File: config.mk
export PLATFORM = sky130hd
export DESIGN_NAME = qa_channel_arbiter
export DESIGN_NICKNAME = d
export VERILOG_FILES = /design/src/rtl/qa_channel_arbiter_pkg.sv /design/src/rtl/qa_channel_arbiter_checker.sv /design/src/rtl/qa_channel_arbiter_rr_arb2.sv /design/src/rtl/qa_channel_arbiter.sv
export SDC_FILE = /design/constraint.sdc
export NUM_CORES = 2
export LEC_CHECK = 0
export BUFFER_PORTS_ARGS = -buffer_cell sky130_fd_sc_hd__buf_2
export CAP_MARGIN = 5
export CORE_AREA = 2 2 735 737
export DETAILED_ROUTE_END_ITERATION = 6
export DIE_AREA = 0 0 737 739
export PLACE_DENSITY = 0.3
export SETUP_SLACK_MARGIN = 0.4
export SLEW_MARGIN = 20
export SYNTH_ARGS = -nofsm -noshare
export SYNTH_HDL_FRONTEND = slang
export SYNTH_SLANG_ARGS = --single-unit
File: constraint.sdc
create_clock -name clk -period 2.37 [get_ports clk]
set_input_delay 0.1185 -clock clk [delete_from_list [all_inputs] [get_ports clk]]
set_output_delay 0.1185 -clock clk [all_outputs]
set_load 0.005 [all_outputs]
File: src/rtl/qa_channel_arbiter_pkg.sv
// Shared types for the QA request-channel arbiter: channel headers, frame
// requester bundles, grant pairs and request-type encodings.
package qa_channel_arbiter_pkg;

    typedef enum logic [3:0] {
        RdLine  = 4'h4,
        WrLine  = 4'h2,
        WrFence = 4'h5
    } t_req_type;

    typedef enum logic {
        READER = 1'b0,
        WRITER = 1'b1
    } last_winner_e;

    typedef struct packed {
        logic afu_en;
    } t_CSR_AFU_STATE;

    typedef struct packed {
        t_req_type   req_type;
        logic [31:0] address;
        logic [15:0] mdata;
    } tx_hdr_t;

    typedef struct packed {
        logic request;
    } req_t;

    typedef struct packed {
        req_t         read;
        tx_hdr_t      read_header;
        req_t         write;
        tx_hdr_t      write_header;
        logic [511:0] data;
    } frame_arb_t;

    typedef struct packed {
        logic rdvalid;
    } rx_c0_t;

    typedef struct packed {
        logic reader_grant;
        logic writer_grant;
    } channel_grant_arb_t;

    typedef struct packed {
        tx_hdr_t header;
        logic    rdvalid;
    } tx_c0_t;

    typedef struct packed {
        tx_hdr_t      header;
        logic [511:0] data;
        logic         wrvalid;
    } tx_c1_t;

endpackage

File: src/rtl/qa_channel_arbiter_checker.sv
// Simulation checks on the outstanding-read credit counter.
module qa_channel_arbiter_checker #(
    parameter int CREDIT_WIDTH = 4
) (
    input logic                    clk,
    input logic                    resetb,
    input logic                    afu_en,
    input logic                    rdvalid,
    input logic [CREDIT_WIDTH-1:0] count
);

    credit_underflow_a: assert property (@(posedge clk) disable iff (!resetb)
        (afu_en && rdvalid) |-> (count != {CREDIT_WIDTH{1'b0}}))
        else $error("credit underflow");

endmodule

File: src/rtl/qa_channel_arbiter_rr_arb2.sv
// Two-way round-robin arbiter: bit 0 is the reader, bit 1 the writer.
// A tie goes to whichever side did not win last.
module qa_rr_arb2
    import qa_channel_arbiter_pkg::*;
(
    input  logic       clk,
    input  logic       rst_n,
    input  logic       srst_i,
    input  logic [1:0] req_i,
    input  logic       en_i,
    output logic [1:0] gnt_o
);

    last_winner_e last_q;
    last_winner_e last_d;
    logic [1:0]   gnt_s;

    // Grant selection, same cycle as the request.
    always_comb begin
        gnt_s = 2'b00;
        if (!en_i) begin
            gnt_s = 2'b00;
        end else begin
            case (req_i)
                2'b01:   gnt_s = 2'b01;
                2'b10:   gnt_s = 2'b10;
                2'b11:   gnt_s = (last_q == READER) ? 2'b10 : 2'b01;
                default: gnt_s = 2'b00;
            endcase
        end
    end

    // Remember the most recent winner for the next tie.
    always_comb begin
        last_d = last_q;
        if (gnt_s[1]) begin
            last_d = WRITER;
        end else if (gnt_s[0]) begin
            last_d = READER;
        end else begin
            last_d = last_q;
        end
    end

    // Last-winner register.
    always_ff @(posedge clk or negedge rst_n) begin
        if (!rst_n) begin
            last_q <= READER;
        end else if (srst_i) begin
            last_q <= READER;
        end else begin
            last_q <= last_d;
        end
    end

    assign gnt_o = gnt_s;

endmodule

File: src/rtl/qa_channel_arbiter.sv
// Arbitrates frame reader/writer requests onto QA tx0 (reads) and tx1
// (writes/fences), with a credit limit on outstanding reads.
module qa_channel_arbiter
    import qa_channel_arbiter_pkg::*;
#(
    parameter int MAX_OUTSTANDING_READS = 8,
    parameter int CREDIT_WIDTH          = 4
) (
    input  logic               clk,
    input  logic               resetb,
    input  t_CSR_AFU_STATE     csr,
    input  frame_arb_t         frame_reader,
    input  frame_arb_t         frame_writer,
    input  rx_c0_t             rx0,
    input  logic               c0_almost_full,
    input  logic               c1_almost_full,
    output channel_grant_arb_t read_grant,
    output channel_grant_arb_t write_grant,
    output tx_c0_t             tx0,
    output tx_c1_t             tx1
);

    localparam logic [CREDIT_WIDTH-1:0] MAX_C = CREDIT_WIDTH'(MAX_OUTSTANDING_READS);
    localparam logic [CREDIT_WIDTH-1:0] ONE_C = CREDIT_WIDTH'(1);

    logic                    srst_s;
    logic                    rd_en_s;
    logic                    wr_en_s;
    logic [1:0]              rd_gnt_s;
    logic [1:0]              wr_gnt_s;
    logic                    rsp_s;
    logic [CREDIT_WIDTH-1:0] count_q;
    logic [CREDIT_WIDTH-1:0] count_d;
    tx_c0_t                  tx0_q;
    tx_c0_t                  tx0_d;
    tx_c1_t                  tx1_q;
    tx_c1_t                  tx1_d;

    // Grants are masked by the async reset so they read 0 while it is held.
    assign srst_s  = !csr.afu_en;
    assign rd_en_s = resetb && csr.afu_en && !c0_almost_full && (count_q < MAX_C);
    assign wr_en_s = resetb && csr.afu_en && !c1_almost_full;
    assign rsp_s   = rx0.rdvalid && (count_q != {CREDIT_WIDTH{1'b0}});

    qa_rr_arb2 u_rd_arb (
        .clk    (clk),
        .rst_n  (resetb),
        .srst_i (srst_s),
        .req_i  ({frame_writer.read.request, frame_reader.read.request}),
        .en_i   (rd_en_s),
        .gnt_o  (rd_gnt_s)
    );

    qa_rr_arb2 u_wr_arb (
        .clk    (clk),
        .rst_n  (resetb),
        .srst_i (srst_s),
        .req_i  ({frame_writer.write.request, frame_reader.write.request}),
        .en_i   (wr_en_s),
        .gnt_o  (wr_gnt_s)
    );

    assign read_grant.reader_grant  = rd_gnt_s[0];
    assign read_grant.writer_grant  = rd_gnt_s[1];
    assign write_grant.reader_grant = wr_gnt_s[0];
    assign write_grant.writer_grant = wr_gnt_s[1];

    // Credit count: a grant and a response in the same cycle cancel.
    always_comb begin
        count_d = count_q;
        case ({|rd_gnt_s, rsp_s})
            2'b10:   count_d = count_q + ONE_C;
            2'b01:   count_d = count_q - ONE_C;
            default: count_d = count_q;
        endcase
    end

    // Channel payloads; header/data hold when nothing is granted.
    always_comb begin
        tx0_d         = tx0_q;
        tx1_d         = tx1_q;
        tx0_d.rdvalid = |rd_gnt_s;
        tx1_d.wrvalid = |wr_gnt_s;
        if (rd_gnt_s[1]) begin
            tx0_d.header = frame_writer.read_header;
        end else if (rd_gnt_s[0]) begin
            tx0_d.header = frame_reader.read_header;
        end else begin
            tx0_d.header = tx0_q.header;
        end
        if (wr_gnt_s[1]) begin
            tx1_d.header = frame_writer.write_header;
            tx1_d.data   = frame_writer.data;
        end else if (wr_gnt_s[0]) begin
            tx1_d.header = frame_reader.write_header;
            tx1_d.data   = frame_reader.data;
        end else begin
            tx1_d.header = tx1_q.header;
            tx1_d.data   = tx1_q.data;
        end
    end

    // Credit counter and channel output registers.
    always_ff @(posedge clk or negedge resetb) begin
        if (!resetb) begin
            count_q <= {CREDIT_WIDTH{1'b0}};
            tx0_q   <= '0;
            tx1_q   <= '0;
        end else if (srst_s) begin
            count_q <= {CREDIT_WIDTH{1'b0}};
            tx0_q   <= '0;
            tx1_q   <= '0;
        end else begin
            count_q <= count_d;
            tx0_q   <= tx0_d;
            tx1_q   <= tx1_d;
        end
    end

    assign tx0 = tx0_q;
    assign tx1 = tx1_q;

    qa_channel_arbiter_checker #(
        .CREDIT_WIDTH (CREDIT_WIDTH)
    ) u_checker (
        .clk     (clk),
        .resetb  (resetb),
        .afu_en  (csr.afu_en),
        .rdvalid (rx0.rdvalid),
        .count   (count_q)
    );

endmodule

# After elaboration in Yosys (flattened, before gate mapping)
# Cells that the tools add are included.
# word_totals
regBits	624
out_inout_bits	622
in_bits	1242
elab_cells	56
# classes
n_eq_ne	11
n_mux	20
magnitude_cmp	1
add_sub_neg	2
reduce_logical	10
# op_table
cell	n
$mux 564	2
$mux 565	1
$mux 52	2
$mux 53	1
$pmux 2 s3	2
$eq 2x2->1 const B	5
$ne 3x1->1 const B	3
$mux 2	4
$pmux 4 s2	1
$eq 2x1->1 const B	3
$mux 1	6
$logic_and 1x1->1	5
$add 4x1->4 const B	1
$lt 4x4->1 const B	1
$mux 4	1
$reduce_bool 4->1	1
$reduce_or 2->1	2
$sub 4x1->4 const B	1
$logic_not 1->1	2

# Longest topological paths before layout
# logic_depth
word_depth	8
ltp_mapped	9
mapped_depth_nobuf	8

# Modules after synthesis
# From an unflattened synthesis, not the netlist that was laid out.
# hier_totals
hier_cells	3413
hier_area_um2	30987.2
# by_module_without_submodules
mod	cells_each	seq_area_each_um2	instances	area_each_um2
qa_channel_arbiter	3393	15564.9	1	30827.1
qa_rr_arb2	10	25.0	2	80.1

# Worst setup path before layout
# Ideal clock, no wire load.
# synth_path
path_kind	register to register
start	register count_q[3]
end	register count_q[3]
setup_slack_ps	199
period_less_slack_ps	2171
setup_ps	72
t_arrival_ps	2098
path_stages_with_launch	9
t_required_ps	2298
path_buffers	0
path_cell_list	dfrtp_1 and4bb_4 a21oi_1 ha_1 inv_1 a221oi_2 a311o_1 mux2_4 nor2_1
# synth_via
elab_chain_cells	7
word_cells_on_any_way	13
classes_between	add/sub (2); order compare (1); eq/ne (3); mux (3); reduce/logical (4)
# synth_rtl
item	line_no	rtl
start, declared	qa_channel_arbiter.sv:32	logic [CREDIT_WIDTH-1:0] count_q;
start signal, assigned	qa_channel_arbiter.sv:106	count_q <= {CREDIT_WIDTH{1'b0}};
start signal, assigned	qa_channel_arbiter.sv:110	count_q <= {CREDIT_WIDTH{1'b0}};
start signal, assigned	qa_channel_arbiter.sv:114	count_q <= count_d;
$lt 4x4->1	qa_channel_arbiter.sv:41	assign rd_en_s = resetb && csr.afu_en && !c0_almost_full && (count_q < MAX_C);
$logic_and 1x1->1	qa_channel_arbiter.sv:41	
$mux 2	qa_channel_arbiter_rr_arb2.sv:21	if (!en_i) begin
$reduce_or 2->1	qa_channel_arbiter.sv:71	case ({|rd_gnt_s, rsp_s})
$eq 2x1->1 or $eq 2x2->1 (tied branches)	qa_channel_arbiter.sv:71	
$pmux 4 s2	qa_channel_arbiter.sv:71	
$mux 4	qa_channel_arbiter.sv:109	end else if (srst_s) begin
# Parallel ways exist; a longest one is shown, timed or not.
# A chain may end at the register's enable or synchronous reset.

==> impl_metrics.toml <==
[logic_synthesis]
synth-compound-area-share_pct = 10.7
async_flop_share_pct = 100
synth-xor-area-share_pct = 0.0589
synth_edf_count = 0
syn-mean-instance-area_um2 = 10.6
synth_seq_cells = 624
synthCells = 2796
ys_seq_area_share_pct = 52.5
synthAdderAreaFrac_pct = 0.0842
ys.flop_type = "dfrtp_1"
yosys_warnings = 0
synthesis.area_um2 = 29700
synth_cell_types = 34
muxShareOfSynthArea_pct = 20.8
yosys.area_share.simple_pct = 10.9
synth_top_family_by_area = "multiplexers"
syn_nets = 4040

[global_route]
grt_pass1_vias = 40300
grtUsageTotal_pct = 14.2
grt_pass1_wl_mm = 491
antenna_found_initial = 293
grt_max_degree = 128
grt_overflow = 0

[critical_path]
crit_path_end_kind = "output port"
slowest_stage = "dfrtp_1"
cp.buffers_inverters = 2
crit_fanout = 3
worst-setup-path-type = "register to output port"
start_kind = "register"
cp.required_ns = 2.25
path_cells = "and4bb_4 -> buf_6 -> and3_4 -> buf_8"
arrival_ns = 1.99
path_delay_family = "simple AND/OR/NAND/NOR gates"
slowest_delay_ns = 0.37

[timing]
tightest_slew_ns = 1.04
maxSlewHeadroom_pct = 30.9
hold_slack_ns = 0.116
skew_ns = 0.0349
fin_crit_sh_pct = 89.1
fin_crit_ns = 2.11
fin_setup_tns_ns = 0
fmax_ghz = 0.473
hold_viol_final = 0
slew_viol_final = 0
rsz0062_at_grt = "yes"
setup_viol = 0

[placement]
gp_congestion = 0.980
io_buffers = 1863
hpwl_mm = 347

[routing]
drtIter0Drc = 2052
num_vias = 38600
drt-pass1-iter-count = 5
route.detailed.wl_per_inst_um = 30.3
antenna_left = 0
drc = 0
vias_per_cell = 2.86
totalWireLength_mm = 409

[finish]
drive_gt1_share_pct = 40.7
num-fill-cells = 61200
nets = 7375
area_growth_pct = 135

[pwr]
p_sw_share_pct = 32.9
p_switching_uw = 11900
seqPwrFrac_pct = 32.2
p_comb_share_pct = 25.6
irDropWorstVdd_uv = 526
pwr-share-clk_pct = 42.2
p_per_area_nw_per_um2 = 516
p_leak_uw = 0.0298
p_int_uw = 24200

[clock_network]
cts_sinks = 624
cts_buffer_depth = 4
cts.htree.levels = 3
clock-root-buffer = "clkbuf_16"
clk_latency_ns = 0.85
clk_pin_slew_ns = 0.06
cts_made_buffers = 96
cts_tree = "yes"

[die]
fp.coreArea_um2 = 536000
die_h_um = 739
ios = 1864
start_util_pct = 5.55
die_w_um = 737
rows = 269
dieArea_um2 = 545000

[job]
drv_cap = 0

[worst_hold_path]
hp-class = "input port to register"

[run_status]
status = "complete, no violations"
[cells by family (layout without fill, tap and decap cells)]
logic type | count (synthesis) | in the layout
flops | 624 | 624
fa+ha+maj | 2 | 2
xor+xnor | 2 | 2
buf+inv | 280 | 3686
mux | 618 | 618
compound gates | 628 | 628
other cells | 0 | 123
simple gates | 642 | 642
[layout by cell type, fill, tap and decap left out, types with 21 or more instances in the layout]
cell type and n:
buf_12 72, buf_16 27, buf_2 1846, buf_4 153, buf_6 28, buf_8 23, clkbuf_1 26, clkbuf_16 117
clkbuf_8 23, dfrtp_1 623, diode_2 123, dlygate4sd3_1 1342, mux2i_1 447, mux2i_2 42, mux2i_4 128, nand3_1 616
o21ai_0 80, o21ai_1 517, o21ai_2 21
[registers in the layout, summed over array words and instances (netlist names)]
name,cells
u_rd_arb.last_q,1
tx1,565
count_q,4
tx0,53
u_wr_arb.last_q,1
[cell usage after synthesis (all sizes together) (2+ instances only)]
| library cell | count | share of area (%) |
|---|---|---|
| inv | 4 | 0.051 |
| nand2b | 2 | 0.042 |
| mux2i | 617 | 21 |
| clkbuf | 132 | 1.9 |
| nand2 | 8 | 0.10 |
| dfrtp | 624 | 53 |
| and3 | 4 | 0.093 |
| buf | 144 | 3.0 |
| nor2 | 5 | 0.072 |
| o21ai | 619 | 10 |
| a21oi | 2 | 0.034 |
| ha | 2 | 0.084 |
| nand3 | 617 | 10 |
| nor2b | 3 | 0.063 |
[metrics by stage]
| stage | cells | area, um2 | utilization, % | setup slack [ns] | power, uW |
|---|---|---|---|---|---|
| global placement | 11700 | 48500 | 9.04 | 0.0162 | 18200 |
| global route | 13500 | 69800 | 13.0 | 0.148 | 37700 |
| CTS | 13300 | 66500 | 12.4 | 0.148 | 36500 |
| floorplan | 2796 | 29700 | - | 0.327 | 13400 |
| finish | 13500 | 69900 | 13.0 | 0.258 | 36000 |
| detailed placement | 11700 | 48500 | 9.04 | 0.0264 | 18100 |
[path summary, 6_finish.rpt]
path	from	endpoint	slack (ns)	cells after the start
worst max-delay path	count_q[3]$_DFFE_PN0P_	read_grant[1]	0.26	4
worst min-delay path	frame_reader[376]	tx1[377]$_DFFE_PN0P_	0.12	4
worst max register to register	u_wr_arb.last_q$_DFFE_PN0P_	tx1[275]$_DFFE_PN0P_	0.29	11
worst min register to register	tx0[19]$_DFFE_PN0P_	tx0[19]$_DFFE_PN0P_	0.50	2
max in group asynchronous	resetb	tx1[501]$_DFFE_PN0P_	0.50	4
min in group asynchronous	resetb	tx1[512]$_DFFE_PN0P_	0.60	3
[timing repair]
item | CTS | global route
cloned | 16 | 24
hold buffers | 1343 | 0
setup buffers | 37 | 59
pin swaps | 10 | 14
endpoints found under the setup margin | 139 | 411
endpoints found under the hold margin | 1134 | 0
gates resized for setup | 122 | 372
[final cells by class]
cell class / count / area (um2) / area share, %
repair buffers: 3513 / 27200 / 39.0
flip-flops and latches: 624 / 15600 / 22.3
multi-input cells: 1892 / 14600 / 20.8
well taps: 7181 / 8980 / 12.9
clock buffers: 145 / 2820 / 4.03
clock inverters: 24 / 359 / 0.514
diodes: 123 / 308 / 0.440
inverters: 4 / 17.5 / 0.0251
[metal layers]
layer  wire length (um)  vias up  GRT usage, %
li1                   -    17000             -
met1             142000    18800          14.5
met2             174000     2118          21.8
met3              70000      689          10.6
met4              23000       36          6.40
met5                238        -       0.00882
[power groups by stage]
stage / registers (uW) / logic (uW) / clock network, uW
after floorplan: 11800 / 1600 / 0
after global placement: 11800 / 6360 / 0
after detailed placement: 11800 / 6320 / 0
after CTS: 11600 / 8910 / 15900
after global routing: 11700 / 9890 / 16100
final: 11600 / 9220 / 15200
[worst reg2reg max path: cells and delay by family, from the launching register on]
family | cells | cell delay (ns)
buffers and inverters | 7 | 1.03
DFF | 1 | 0.39
and+or+nand+nor | 2 | 0.29
muxes | 1 | 0.19
AOI/OAI and AO/OA | 1 | 0.07
No activity file was read; power rests on OpenSTA's default activity.
